File: src/rtl/counter_scheduler.sv
// -----------------------------------------------------------------------------
// counter_scheduler
//   Time-shares one WIDTH-bit up/down counter among NREQ timer clients.
//   A requester posts a target and a direction. The arbiter grants one slot.
//   The counter is loaded, then steps once per tick until it reaches the
//   terminal value. The granted slot then receives a one-cycle done pulse.
//
//   Ports
//     clk         rising-edge clock
//     rst         asynchronous reset, active-low (0 = reset)
//     req         per-slot request, held until done[i] (drop it to abort)
//     req_up      per-slot direction: 1 = count 0->target, 0 = target->0
//     req_target  per-slot target, slot i at [i*WIDTH +: WIDTH]
//     tick        count enable, only meaningful while running
//     gnt         one-hot grant (registered)
//     done        one-hot completion pulse (registered)
//     busy        a job is in progress (LOAD/RUN/DONE)
//     count       current counter value
//
//   Configuration macro
//     COUNTER_SCHED_FIXED_PRIO_EN  defined: the lowest-index requesting slot
//                                  always wins, with no rotation pointer.
//                                  Undefined (default): round-robin starting
//                                  after the last granted slot.
// -----------------------------------------------------------------------------
module counter_scheduler #(
  parameter int WIDTH = 4,
  parameter int NREQ  = 4
) (
  input  logic                  clk,
  input  logic                  rst,
  input  logic [NREQ-1:0]       req,
  input  logic [NREQ-1:0]       req_up,
  input  logic [NREQ*WIDTH-1:0] req_target,
  input  logic                  tick,
  output logic [NREQ-1:0]       gnt,
  output logic [NREQ-1:0]       done,
  output logic                  busy,
  output logic [WIDTH-1:0]      count
);

  localparam int IW = (NREQ > 1) ? $clog2(NREQ) : 1;

  typedef enum logic [1:0] {IDLE, LOAD, RUN, DONE} state_t;

  state_t           state;
  logic [IW-1:0]    sel;         // slot owning the current job
  logic [IW-1:0]    win;         // arbitration result, used only in IDLE
  logic [WIDTH-1:0] tgt;         // latched target of the current job
  logic             dir_up;      // latched direction of the current job
  logic             any_req;
  logic             sel_req;
  logic             terminal;
  logic [WIDTH-1:0] sel_target;

  assign any_req    = |req;
  assign sel_req    = req[sel];
  assign sel_target = req_target[int'(sel)*WIDTH +: WIDTH];
  // Checked before stepping, so the counter can never wrap past its end.
  assign terminal   = dir_up ? (count == tgt) : (count == '0);
  assign busy       = (state != IDLE);

`ifdef COUNTER_SCHED_FIXED_PRIO_EN
  // Scan from the top down so the lowest requesting index is written last.
  // NOTE: win gets a default before the loop; without it, a cycle with no
  // request would leave win unassigned, and that infers a latch.
  always_comb begin
    win = '0;
    for (int i = NREQ - 1; i >= 0; i--) begin
      if (req[i]) win = IW'(i);
    end
  end
`else
  logic [IW-1:0] last;           // most recently granted (or aborted) slot
  logic          rr_update;

  // Search last+1, last+2, ... with wraparound. The scan runs from the
  // farthest slot to the nearest, so the closest requester wins.
  always_comb begin
    win = '0;
    for (int k = NREQ; k >= 1; k--) begin
      if (req[(int'(last) + k) % NREQ]) win = IW'((int'(last) + k) % NREQ);
    end
  end

  // The pointer moves when a job finishes or is abandoned.
  assign rr_update = (state == DONE) || (((state == LOAD) || (state == RUN)) && !sel_req);

  always_ff @(posedge clk or negedge rst) begin
    if (!rst)           last <= IW'(NREQ - 1);   // slot 0 gets highest priority
    else if (rr_update) last <= sel;
  end
`endif

  // NOTE: every register here is updated with <=, so each branch sees the
  // values from before the edge (for example, done <= gnt in RUN).
  always_ff @(posedge clk or negedge rst) begin
    if (!rst) begin
      state  <= IDLE;
      gnt    <= '0;
      done   <= '0;
      count  <= '0;
      tgt    <= '0;
      dir_up <= 1'b0;
      sel    <= '0;
    end else begin
      done <= '0;
      unique case (state)
        IDLE: begin
          if (any_req) begin
            sel   <= win;
            gnt   <= NREQ'(1) << win;
            state <= LOAD;
          end
        end
        LOAD: begin
          if (!sel_req) begin
            gnt   <= '0;
            state <= IDLE;
          end else begin
            tgt    <= sel_target;
            dir_up <= req_up[sel];
            count  <= req_up[sel] ? '0 : sel_target;
            state  <= RUN;
          end
        end
        RUN: begin
          // An abort takes precedence over completion: no done is issued.
          if (!sel_req) begin
            gnt   <= '0;
            state <= IDLE;
          end else if (terminal) begin
            gnt   <= '0;
            done  <= gnt;
            state <= DONE;
          end else if (tick) begin
            count <= dir_up ? count + 1'b1 : count - 1'b1;
          end
        end
        DONE: begin
          state <= IDLE;
        end
        default: state <= IDLE;
      endcase
    end
  end

endmodule

File: config.mk
export PLATFORM = sky130hd
export DESIGN_NAME = counter_scheduler
export DESIGN_NICKNAME = d
export VERILOG_FILES = /design/src/rtl/counter_scheduler.sv
export SDC_FILE = /design/constraint.sdc
export NUM_CORES = 1
export LEC_CHECK = 0
export BUFFER_PORTS_ARGS = -buffer_cell sky130_fd_sc_hd__clkbuf_2
export CELL_PAD_IN_SITES_DETAIL_PLACEMENT = 1
export CELL_PAD_IN_SITES_GLOBAL_PLACEMENT = 2
export CORE_MARGIN = 2
export CORE_UTILIZATION = 30
export CTS_CLUSTER_DIAMETER = 200
export DETAILED_ROUTE_END_ITERATION = 10
export PLACE_DENSITY = 0.81
export SLEW_MARGIN = 20
export SYNTH_ARGS = -nofsm -noshare
export SYNTH_HDL_FRONTEND = slang
export SYNTH_SLANG_ARGS = --single-unit
File: constraint.sdc
create_clock -name clk -period 2.2 [get_ports clk]
set_input_delay 0.22 -clock clk [delete_from_list [all_inputs] [get_ports clk]]
set_output_delay 0.22 -clock clk [all_outputs]
set_load 0.005 [all_outputs]
==> metrics, run 1 <==
clk sinks 23; Slew headroom 38.9%; clk slew on worst S/H paths 0.09 ns; reg-to-reg slack, setup 0.05 ns; status complete, no violations; worst path required time 2.35 ns; drt initial violations 46; Crit Path Category flop to flop; commonest cells in the netlist 21 x dfrtp_1, 12 x mux2_2, 10 x inv_1; period utilization 97.6%; Worst Hold Depth 3; pin count of the biggest net entering global routing 24; Worst EP arrival 2.30 ns; Die X 74.2 µm; number of synthesized flops with an enable pin 0; FMAX 466 MHz; Routed Wire Length 3570 µm; ANT cells 0; first-pass iteration count of the detailed router 4; largest cells by area after synthesis dfrtp_1 36%, mux2_2 9.2%, mux4_1 8.9%; cell taking the most area after synthesis dfrtp_1; vias in the first global route 1,228; cts repair resizes 0; Avg Cell Area, Syn 11.7 µm²; Primary FF master, synth dfrtp_1; first-pass GRT wire length 5820 µm; initial antenna violation count 0; Unique masters post-synth 39; Ports 40; Worst R2R Path Depth 5; most common cell in the synthesized netlist dfrtp_1; drt drc 0; Critical Path End Type flop; Final Wtd Congestion 0.743; H-tree depth 1; FF-to-FF End gnt[3]$_DFFE_PN0P_; syn_nets 161; LEAKAGE 0.906 nW; Worst Hold Endpoint count[0]$_DFFE_PN0P_; synth-to-layout area growth 25.0%; worst-path maximum fanout 6; CP Launch Type flop; die area 5500 µm²; Max rail drop VDD 0.442 mV; CTS Buf Count 3; Layout Skew 0.00165 ns; Synth Warn # 0; synthesized flop and latch total 23; Hold Path Class input pin to flop; Final Hold Fails 0; gr usage total 14.0%; Starting Density 31.3%; post-synthesis async set-or-reset flop share 100%; Fin Hold WS 0.345 ns; Fin Setup TNS 0 ns; setup violators final 0; GRT Residual Overflow 0; share of layout cells above drive strength 1 39.7%; Slew @ Worst Pin 0.905 ns; Max Buffers Root-to-Sink 2; Core ar. 4720 µm²; post-DR vias/cell 4.75; Synth Instances 126; max cap viols 0; Post-DRT Antenna Nets 0; synthesized cell area 1480 µm²; Post-DP HPWL 3010 µm; register area share after synthesis 39.2%; worst skew pair latency 0.26 ns; Tmin final 2.15 ns; cell area power density 1360 nW/µm²; post-synth top area share 35.6%; Layout Nets 210; FF-to-FF Start sel[0]$_DFFE_PN0P_; hold_sp tick; final slew viol count 0; IO buf count 39; WL/cell 14.8 µm; die height 74.2 µm; via count 1,144; Root Buffer clkbuf_8; FP Rows 25; CTS tree yes
stage by stage:
stage	cell area [µm²]	total power, mW	setup WS [ns]	utilization, %	std cells
finish	1850	2.52	0.0532	39.1	241
global route	1850	2.73	-0.000480	39.1	241
CTS	1830	2.51	0.0199	38.8	239
detailed placement	1770	2.24	0.0279	37.6	234
global placement	1770	2.14	0.122	37.6	234
floorplan	1480	1.82	0.0710	-	126
worst max-delay path, stage by stage, from the launching register on:
cell	delay (ns)
dfrtp_1	0.39
mux4_2	0.57
nand2_4	0.14
or3b_1	0.39
a21oi_4	0.18
mux2_2	0.36
registers in the layout (all words and copies together), names as in the netlist:
| register | flops |
|---|---|
| state | 2 |
| tgt | 4 |
| dir_up | 1 |
| count | 4 |
| done | 4 |
| last | 2 |
| sel | 2 |
| gnt | 4 |
cell type report:
cell class,instances,area [µm²]
Fill cell,540,2880
Multi-Input combinational cell,90,842
Sequential cell,23,578
Timing Repair Buffer,47,258
Tap cell,67,83.8
Clock buffer,3,41.3
Inverter,10,37.5
Clock inverter,1,5.00
layer usage:
metal,up-vias,GRT usage [%],part of all wire (%)
met4,0,7.07,2.1
li1,553,-,-
met2,21,25.2,53
met3,6,1.49,1.6
met1,564,16.4,43
met5,-,0,0
how the worst max path moves through the flow:
| stage | startpoint | endpoint | slack [ns] | cells after the start |
|---|---|---|---|---|
| 2_1_floorplan | sel[0]$_DFFE_PN0P_ | gnt[0]$_DFFE_PN0P_ | 0.07 | 6 |
| 3_3_place_gp | sel[0]$_DFFE_PN0P_ | gnt[0]$_DFFE_PN0P_ | 0.12 | 5 |
| 3_5_place_dp | sel[0]$_DFFE_PN0P_ | gnt[3]$_DFFE_PN0P_ | 0.03 | 5 |
| 4_1_cts | sel[0]$_DFFE_PN0P_ | gnt[3]$_DFFE_PN0P_ | 0.02 | 5 |
| 5_1_grt | sel[0]$_DFFE_PN0P_ | gnt[3]$_DFFE_PN0P_ | -0.0005 | 5 |
| 6_report | sel[0]$_DFFE_PN0P_ | gnt[3]$_DFFE_PN0P_ | 0.05 | 5 |
report_power, final:
group	internal, mW	switching, mW
Sequential	0.603	0.175
Clock	0.126	0.140
Combinational	0.775	0.698
Total	1.50	1.01
logic make-up (layout without fill, tap and decap cells):
logic type | count (synthesis) | after routing | synth area share, %
buf+inv | 13 | 61 | 3.81
compound gates | 22 | 22 | 10.5
fa+ha+maj | 8 | 8 | 7.29
flops | 23 | 23 | 39.2
simple gates | 31 | 31 | 12.8
mux | 22 | 22 | 22.3
xor+xnor | 7 | 7 | 4.15
timing repair:
action | in CTS | in global routing
hold buffers | 1 | 0
endpoints found under the setup margin | 0 | 3
setup buffers | 0 | 2
hold endpoints to repair | 21 | 0
placed cells by master, fill, tap and decap left out, drive strengths merged, types with 2 or more instances in the layout:
cell and instances:
nor3b 6, nor2 7, mux2 12, buf 7
a21o 3, mux2i 4, ha 7, nor2b 3
inv 10, nand2b 2, nand2 2, nor3 2
mux4 6, xnor2 3, xor2 4, a21oi 6
clkbuf 42, o21ai 5, dfrtp 21, and2 5
dfstp 2
No activity file was read; power rests on OpenSTA's default activity.
==> run 2: changes to the inputs <==
--- a/config.mk
+++ b/config.mk
@@ -9,10 +9,10 @@
 export CELL_PAD_IN_SITES_DETAIL_PLACEMENT = 1
 export CELL_PAD_IN_SITES_GLOBAL_PLACEMENT = 2
 export CORE_MARGIN = 2
-export CORE_UTILIZATION = 30
+export CORE_UTILIZATION = 35
 export CTS_CLUSTER_DIAMETER = 200
 export DETAILED_ROUTE_END_ITERATION = 10
-export PLACE_DENSITY = 0.81
+export PLACE_DENSITY = 0.89
 export SLEW_MARGIN = 20
 export SYNTH_ARGS = -nofsm -noshare
 export SYNTH_HDL_FRONTEND = slang
==> constraint.sdc (replaced) <==
create_clock -name clk -period 2.64 [get_ports clk]
set_input_delay 0.264 -clock clk [delete_from_list [all_inputs] [get_ports clk]]
set_output_delay 0.264 -clock clk [all_outputs]
set_load 0.005 [all_outputs]
==> metrics, run 2 (synthesized netlist as in run 1, its figures left out) <==
status complete, but fails checks; failing checks negative hold slack; Hold Path Class input pin to asynchronous set/reset pin; FF-to-FF Start sel[0]$_DFFE_PN0P_; first-pass iteration count of the detailed router 3 (-1); FF-to-FF End gnt[3]$_DFFE_PN0P_; first-pass GRT wire length 5910 µm (+1.7%); Ports 40 (unchanged); Worst R2R Path Depth 5 (unchanged); share of layout cells above drive strength 1 36.7% (-2.9 points); Slew @ Worst Pin 0.900 ns (-0.00541 ns); cell area power density 1140 nW/µm² (-16%); setup violators final 0 (unchanged); FMAX 421 MHz (-9.6%); Crit Path Category flop to flop; Routed Wire Length 3470 µm (-2.9%); synth-to-layout area growth 19.2%; max cap viols 0 (unchanged); CTS tree yes; CTS Buf Count 3 (unchanged); Clk network pwr share 11.3% (+0.7 points); Core ar. 4030 µm² (-15%); die area 4750 µm² (-14%); reg-to-reg slack, setup 0.26 ns (+0.21 ns); Layout Skew 0.00277 ns (+0.00112 ns); final slew viol count 0 (unchanged); NetSw 0.827 mW (-18%); pin count of the biggest net entering global routing 24 (unchanged); most common cell after layout, fill and taps aside clkbuf_2; vias in the first global route 1,222 (-0.49%); worst skew pair latency 0.27 ns (about the same); worst path required time 2.80 ns (+0.45 ns); fin util 43.7% (+4.6 points); Final Power 2.02 mW (-20%); Slew headroom 39.2% (+0.37 points); WL/cell 16.1 µm (+8.4%); Starting Density 36.6% (+5.4 points); Layout Nets 202 (-3.8%); Final Wtd Congestion 0.805 (+8.3%); Root Buffer clkbuf_8; drt initial violations 13 (-72%); # Post-CTS Setup Buffers 0 (unchanged); FP Rows 23 (-8.0%); die height 69.0 µm (-7.0%); drt drc 0 (unchanged); most frequent cells in the layout 39 x clkbuf_2, 21 x dfrtp_1, 12 x mux2_2; LEAKAGE 0.865 nW (-4.5%); Seq pwr share 33.5% (+2.6 points); Die X 69.0 µm (-7.0%); Fin Setup TNS 0 ns (unchanged); initial antenna violation count 0 (unchanged); Critical Path End Type flop; period utilization 90.0% (-7.6 points); PnR worst setup slack 0.265 ns (+0.212 ns); cts repair resizes 0 (unchanged); unrepaired setup endpoints after global routing no; Max Buffers Root-to-Sink 2 (unchanged); Final Hold Fails 21 (+21); ANT cells 0 (unchanged); worst slack, placed 0.269 ns (+0.241 ns); clk sinks 23 (unchanged); clk slew on worst S/H paths 0.09 ns (about the same); GRT Residual Overflow 0 (unchanged); via count 1,113 (-2.7%); Post-DRT Antenna Nets 0 (unchanged); Logic pwr share 55.3% (-3.2 points); Internal Power 1.19 mW (-21%); Post-DP HPWL 2850 µm (-5.4%); hold_buf cts 0 (-1); post-DR vias/cell 5.15 (+8.6%); Fin Hold WS -0.0200 ns (-0.365 ns); Worst EP arrival 2.53 ns (+0.23 ns); CP Launch Type flop; worst-path maximum fanout 8 (+2); gr usage total 16.8% (+2.8 points); Tmin final 2.38 ns (+0.228 ns); IO buf count 39 (unchanged); H-tree depth 1 (unchanged); final-layout fill cell count 472 (-13%); Switching Share 41.0% (+0.80 points); Max rail drop VDD 0.506 mV (+14%)
## run 2: cell types whose count changed in the layout (fill, tap and decap cells not counted), sizes merged
cell | before | now
dlygate4sd3 | 1 | 0
clkbuf | 42 | 43
buf | 7 | 0
clkinv | 1 | 0
## run 2: worst max path at each step
stage / startpoint / endpoint / slack (ns)
2_1_floorplan: sel[0]$_DFFE_PN0P_ / gnt[0]$_DFFE_PN0P_ / 0.51
3_3_place_gp: sel[0]$_DFFE_PN0P_ / gnt[2]$_DFFE_PN0P_ / 0.35
3_5_place_dp: sel[0]$_DFFE_PN0P_ / gnt[3]$_DFFE_PN0P_ / 0.27
4_1_cts: sel[0]$_DFFE_PN0P_ / gnt[3]$_DFFE_PN0P_ / 0.25
5_1_grt: sel[0]$_DFFE_PN0P_ / gnt[3]$_DFFE_PN0P_ / 0.17
6_report: sel[0]$_DFFE_PN0P_ / gnt[3]$_DFFE_PN0P_ / 0.26
## run 2: cell type report
| type | instances | area, µm² | area share, % |
|---|---|---|---|
| multi-input cells | 90 | 842 | 47.8 |
| flip-flops and latches | 23 | 578 | 32.8 |
| repair buffers | 39 | 195 | 11.1 |
| well taps | 50 | 62.6 | 3.55 |
| clock buffers | 4 | 45.0 | 2.56 |
| inverters | 10 | 37.5 | 2.13 |
## run 2: through the flow
stage | hold slack, ns | instance area (µm²) | cells
global route | 0.0283 | 1760 | 216
finish | -0.0200 | 1760 | 216
detailed placement | 0.299 | 1720 | 212
global placement | 0.283 | 1720 | 212
CTS | 0.00877 | 1760 | 216
floorplan | -0.0316 | 1480 | 126
## run 2: metal layers
metal | part of all wire [%] | routed length (µm) | up-vias | global-route usage [%]
li1 | - | - | 539 | -
met1 | 44 | 1520 | 551 | 20.6
met2 | 52 | 1820 | 16 | 29.6
met3 | 2.1 | 72 | 7 | 2.44
met4 | 1.7 | 58 | 0 | 6.37
met5 | 0 | 0 | - | 0
## run 2: power groups by stage
| stage | logic (mW) | clock network, mW | registers [mW] |
|---|---|---|---|
| 2_1_floorplan | 0.905 | 0 | 0.611 |
| 3_3_place_gp | 1.06 | 0 | 0.668 |
| 3_5_place_dp | 1.12 | 0 | 0.684 |
| 4_1_cts | 1.13 | 0.229 | 0.677 |
| 5_1_grt | 1.25 | 0.246 | 0.701 |
| 6_report | 1.11 | 0.227 | 0.675 |
## run 2: critical path: stages, from the launching register on
cell and delay (ns):
dfrtp_1 0.55, mux4_2 0.63, nand2_4 0.14, or3b_1 0.39
a21oi_4 0.19, mux2_2 0.36
